$ cat config.mk
export PLATFORM = sky130hd
export DESIGN_NAME = cov_accumulator
export DESIGN_NICKNAME = d
export VERILOG_FILES = /design/src/rtl/cov_accumulator.sv
export SDC_FILE = /design/constraint.sdc
export NUM_CORES = 2
export LEC_CHECK = 0
export CORE_UTILIZATION = 35
export CTS_BUF_LIST = sky130_fd_sc_hd__clkbuf_4 sky130_fd_sc_hd__clkbuf_8 sky130_fd_sc_hd__clkbuf_16
export DETAILED_ROUTE_END_ITERATION = 12
export REMOVE_ABC_BUFFERS = 1
export SLEW_MARGIN = 10
export SYNTH_ARGS = -nofsm -noshare
export SYNTH_HDL_FRONTEND = slang
export SYNTH_SLANG_ARGS = --single-unit
$ cat constraint.sdc
create_clock -name clk -period 48.4 [get_ports clk]
set_input_delay 9.68 -clock clk [delete_from_list [all_inputs] [get_ports clk]]
set_output_delay 9.68 -clock clk [all_outputs]
set_load 0.005 [all_outputs]
$ cat src/rtl/cov_accumulator.sv
// Covariance mean stage: accumulates the 10 unique pairwise products over N_SAMPLES
// accepted samples, then commits floor(sum / N) as registered, held covariance terms.
module cov_accumulator #(
  parameter int IN_W      = 52,
  parameter int LOG2_N    = 7,
  parameter int N_SAMPLES = 128,
  parameter int ACC_W     = IN_W + LOG2_N
) (
  input  logic                   clk,
  input  logic                   rst,
  input  logic                   start,
  input  logic                   in_valid,
  input  logic signed [IN_W-1:0] X1X1,
  input  logic signed [IN_W-1:0] X1X2,
  input  logic signed [IN_W-1:0] X1X3,
  input  logic signed [IN_W-1:0] X1X4,
  input  logic signed [IN_W-1:0] X2X2,
  input  logic signed [IN_W-1:0] X2X3,
  input  logic signed [IN_W-1:0] X2X4,
  input  logic signed [IN_W-1:0] X3X3,
  input  logic signed [IN_W-1:0] X3X4,
  input  logic signed [IN_W-1:0] X4X4,
  output logic signed [IN_W-1:0] C11,
  output logic signed [IN_W-1:0] C12,
  output logic signed [IN_W-1:0] C13,
  output logic signed [IN_W-1:0] C14,
  output logic signed [IN_W-1:0] C22,
  output logic signed [IN_W-1:0] C23,
  output logic signed [IN_W-1:0] C24,
  output logic signed [IN_W-1:0] C33,
  output logic signed [IN_W-1:0] C34,
  output logic signed [IN_W-1:0] C44,
  output logic                   busy,
  output logic                   done
);

  localparam int NUM_TERMS = 10;
  localparam int CNT_W     = LOG2_N + 1;
  localparam logic [CNT_W-1:0] LAST_CNT = CNT_W'(N_SAMPLES - 1);

  typedef enum logic [1:0] {
    IDLE,
    ACC,
    FIN
  } state_t;

  state_t                   state_q, state_d;
  logic [CNT_W-1:0]         cnt_q, cnt_d;
  logic                     done_q, done_d;
  logic signed [ACC_W-1:0]  acc_q [NUM_TERMS];
  logic signed [ACC_W-1:0]  acc_d [NUM_TERMS];
  logic signed [IN_W-1:0]   c_q   [NUM_TERMS];
  logic signed [IN_W-1:0]   c_d   [NUM_TERMS];
  logic signed [IN_W-1:0]   in_vec [NUM_TERMS];

  assign in_vec[0] = X1X1;
  assign in_vec[1] = X1X2;
  assign in_vec[2] = X1X3;
  assign in_vec[3] = X1X4;
  assign in_vec[4] = X2X2;
  assign in_vec[5] = X2X3;
  assign in_vec[6] = X2X4;
  assign in_vec[7] = X3X3;
  assign in_vec[8] = X3X4;
  assign in_vec[9] = X4X4;

  always_ff @(posedge clk or posedge rst) begin
    if (rst) begin
      state_q <= IDLE;
      cnt_q   <= '0;
      done_q  <= 1'b0;
      for (int i = 0; i < NUM_TERMS; i++) begin
        acc_q[i] <= '0;
        c_q[i]   <= '0;
      end
    end else begin
      state_q <= state_d;
      cnt_q   <= cnt_d;
      done_q  <= done_d;
      acc_q   <= acc_d;
      c_q     <= c_d;
    end
  end

  // start always wins over in_valid; in FIN the results are committed even when start restarts.
  always_comb begin
    state_d = state_q;
    cnt_d   = cnt_q;
    done_d  = 1'b0;
    acc_d   = acc_q;
    c_d     = c_q;

    case (state_q)
      IDLE: begin
        if (start) begin
          for (int i = 0; i < NUM_TERMS; i++) acc_d[i] = '0;
          cnt_d   = '0;
          state_d = ACC;
        end
      end

      ACC: begin
        if (start) begin
          for (int i = 0; i < NUM_TERMS; i++) acc_d[i] = '0;
          cnt_d = '0;
        end else if (in_valid) begin
          for (int i = 0; i < NUM_TERMS; i++) begin
            acc_d[i] = acc_q[i] + {{(ACC_W - IN_W){in_vec[i][IN_W-1]}}, in_vec[i]};
          end
          cnt_d = cnt_q + CNT_W'(1);
          if (cnt_q == LAST_CNT) state_d = FIN;
        end
      end

      FIN: begin
        // Taking bits above LOG2_N is the arithmetic shift (floor) truncated to IN_W.
        for (int i = 0; i < NUM_TERMS; i++) c_d[i] = acc_q[i][LOG2_N +: IN_W];
        done_d  = 1'b1;
        state_d = IDLE;
        if (start) begin
          for (int i = 0; i < NUM_TERMS; i++) acc_d[i] = '0;
          cnt_d   = '0;
          state_d = ACC;
        end
      end

      default: state_d = IDLE;
    endcase
  end

  assign busy = (state_q != IDLE);
  assign done = done_q;

  assign C11 = c_q[0];
  assign C12 = c_q[1];
  assign C13 = c_q[2];
  assign C14 = c_q[3];
  assign C22 = c_q[4];
  assign C23 = c_q[5];
  assign C24 = c_q[6];
  assign C33 = c_q[7];
  assign C34 = c_q[8];
  assign C44 = c_q[9];

endmodule

==> results_dict.tcl <==
set metrics [dict create \
    die_w_um 449 \
    power.total_mw 3.17 \
    ys_seq_area_frac 0.401 \
    fin_crit_sh 0.283 \
    nets 10300 \
    top_layer "met5" \
    synth_top_area_share 0.401 \
    rows 163 \
    status "completed" \
    multi_input_area_mm2 0.0401 \
    coreArea_mm2 0.198 \
    finalHoldViolCount 0 \
    synthMuxAreaShare 0.000858 \
    async_flop_share 1.00 \
    wl_per_cell_um 20.3 \
    synthSimpleGateAreaFrac 0.190 \
    synth_compound_gate_area_share 0.207 \
    fmax_mhz 73.0 \
    synth_flop_cell "dfrtp_1" \
    clock_sinks 1121 \
    hold_class "register to register" \
    drt_iter0_markers 4043 \
    cts_resized 0 \
    synthAdderAreaFrac 0.107 \
    path_clk_slew_ps 60 \
    critPathMaxStageDelay_ps 620 \
    fill_cells 19400 \
    syn_avg_cell_area_um2 8.40 \
    grt_pass1_vias 62600 \
    synth.top_cells.by_count "nand2_1 (2425), dfrtp_1 (1121), o21ai_0 (813), a21oi_1 (605), ha_1 (581)" \
    io_buffers 1045 \
    synth_most_common_cell "nand2_1" \
    critPathLaunchType "input port" \
    clock_latency_ps 800 \
    path_cells "clkdlybuf4s50_1 > ha_1 > fa_1 > a21oi_1 > o21ai_0 > a21oi_1 > o31ai_1 > a211oi_1 > o41ai_2 > a21oi_2 > o21ai_2 > a221oi_2 > o31ai_1 > a221o_1 > xnor2_1 > o21ai_0" \
    synth_top_family_by_area "compound AO/OA/AOI/OAI gates" \
    viasPerCell 5.26 \
    grt_max_degree 186 \
    cp.arrival_ps 14330 \
    cts_buffers 140 \
    place_congestion 0.924 \
    path_class "input port to register" \
    dr_wl_met2_mm 117 \
    period_needed_ps 13700 \
    leakage_nw 42.6 \
    synth_cell_type_count 87 \
    pwr_density_cell_mw_per_mm2 36.1 \
    yosysWarnings 0 \
    antenna_found_initial 96 \
    vdd_drop_max_v 0.0000342 \
    clockBufferDepth 3 \
    grt_pass1_wl_mm 374 \
    ctsHoldBuffers 0 \
    cts_tree "done" \
    die_y_um 449 \
    final-seq-area_mm2 0.0281 \
    hpwl_mm 180 \
    cp-end-kind "register" \
    first_pass_iters 7 \
    ff2ff_setup_slack_ps 43610 \
    cap_violations 0 \
    drc 0 \
    met3_wirelength_mm 14.3 \
    synthToLayoutAreaGrowth_pct 25.4 \
    timing.slew.headroom 0.238 \
    tightest_slew_ps 1140 \
    drive_above_1_share 0.0371 \
    root_buffer "clkbuf_16" \
    initial_core_util 0.354 \
    rsz0062_at_grt "false" \
    netlist_instances 8335 \
    synth-seq-cells 1121 \
    gr-total-overflow 0 \
    crit_slowest_cell "a211oi_1" \
    synthTopCellsByArea "dfrtp_1 (40%), nand2_1 (13%), ha_1 (10%), o21ai_0 (5.8%), a21oi_1 (4.3%)" \
    synth_edf_count 0 \
    routed_wirelength_mm 244 \
    syn_area_mm2 0.0700 \
    critPathMaxFanout 5 \
    num_vias 63200 \
    synth_xor_area_frac 0.0675 \
    skew_ps 35.2 \
    ant_nets 0 \
    cts_max_level 4 \
    finalMaxSlewViolations 0 \
    drt-met1-wl_mm 99.7 \
    worstPathRequired_ps 49020 \
    post-cts-setup-buffer-count 0 \
    dieArea_mm2 0.202 \
    grt_usage 0.235 \
    io_pins 1046 \
    setup_viol 0 \
    yosys.area.top_type "dfrtp_1" \
    finalSetupTns_ps 0 \
]
[state kept, by name (all words and copies together), names as in the netlist]
| signal | flops |
|---|---|
| C24 | 52 |
| C33 | 52 |
| done | 1 |
| C22 | 52 |
| C11 | 52 |
| state_q | 2 |
| C23 | 52 |
| cnt_q | 8 |
| C34 | 52 |
| C13 | 52 |
| acc_q | 590 |
| C12 | 52 |
| C14 | 52 |
| C44 | 52 |
[worst max-delay path, delay by kind of cell]
family / cells / cell delay, ps
AO/OA/AOI/OAI: 12 / 3470
adder cells (fa/ha/maj): 2 / 640
buffers and inverters: 1 / 400
XOR/XNOR: 1 / 140
[power breakdown]
| part | switching [mW] | internal, mW | leakage (nW) |
|---|---|---|---|
| logic | 0.553 | 0.414 | 24.9 |
| clock network | 0.438 | 0.672 | 2.43 |
| registers | 0.0755 | 1.02 | 15.3 |
| total | 1.07 | 2.11 | 42.6 |
[path summary, 6_finish.rpt]
path | start | end | cells after the start
worst min register to register | C44[19]$_DFFE_PP0P_ | C44[19]$_DFFE_PP0P_ | 2
worst max-delay path | X2X4[0] | acc_q[229]$_DFFE_PP0P_ | 16
worst max register to register | acc_q[177]$_DFFE_PP0P_ | acc_q[229]$_DFFE_PP0P_ | 15
max in group asynchronous | rst | C14[23]$_DFFE_PP0P_ | 6
worst min-delay path | C44[19]$_DFFE_PP0P_ | C44[19]$_DFFE_PP0P_ | 2
min in group asynchronous | rst | acc_q[296]$_DFFE_PP0P_ | 2
[layout by cell type, fill, tap and decap left out, types with 23 or more instances in the layout]
master              n
clkbuf_16         145
o21ai_0           813
a21o_1            345
xnor2_1           285
xor2_1            255
and2_1             30
nor3_1             46
and3_1             66
nor2b_1            50
nand2_1          2425
diode_2            54
dfrtp_1          1121
nand2b_1           60
a31oi_1            76
o31ai_1            45
clkbuf_4           33
a21oi_1           604
nor2_1            239
a211oi_1           44
ha_1              581
inv_1             145
o21bai_1           95
buf_4              30
clkdlybuf4s50_1  1045
clkinv_2           24
a22o_1             43
nand4_1            93
clkbuf_8           23
o211ai_1           28
nand3_1           109
o21a_1             40
[per-stage QoR]
stage | hold WS [ps] | instances | instance area, µm² | util | setup WS (ps)
after floorplan | 446 | 7973 | 68700 | - | 7150
after global placement | 456 | 11700 | 82900 | 0.418 | 33990
after detailed placement | 461 | 11700 | 82900 | 0.418 | 33940
after CTS | 474 | 11900 | 87700 | 0.443 | 34840
after global routing | 483 | 12000 | 87800 | 0.443 | 34240
final | 471 | 12000 | 87800 | 0.444 | 34700
[layer usage]
layer,vias up,GRT usage
met4,58,0.126
li1,30800,-
met1,30200,0.281
met5,-,0
met3,442,0.0527
met2,1671,0.393
[kinds of logic after synthesis]
| logic type | Yosys count |
|---|---|
| AO/OA/AOI/OAI | 2362 |
| XOR/XNOR | 540 |
| adder cells (fa/ha/maj) | 591 |
| buffers and inverters | 509 |
| flip-flops | 1121 |
| multiplexers | 6 |
| AND/OR/NAND/NOR | 3206 |
[layout make-up]
| class | count | share of cell area |
|---|---|---|
| antenna | 54 | 0.00154 |
| clock buffer | 201 | 0.0477 |
| clock inverter | 51 | 0.00731 |
| inverter | 147 | 0.00645 |
| multi-input combinational | 6705 | 0.457 |
| sequential | 1121 | 0.319 |
| tap | 2640 | 0.0376 |
| timing repair buffer | 1082 | 0.123 |
Power figures use the tool's default switching activity.
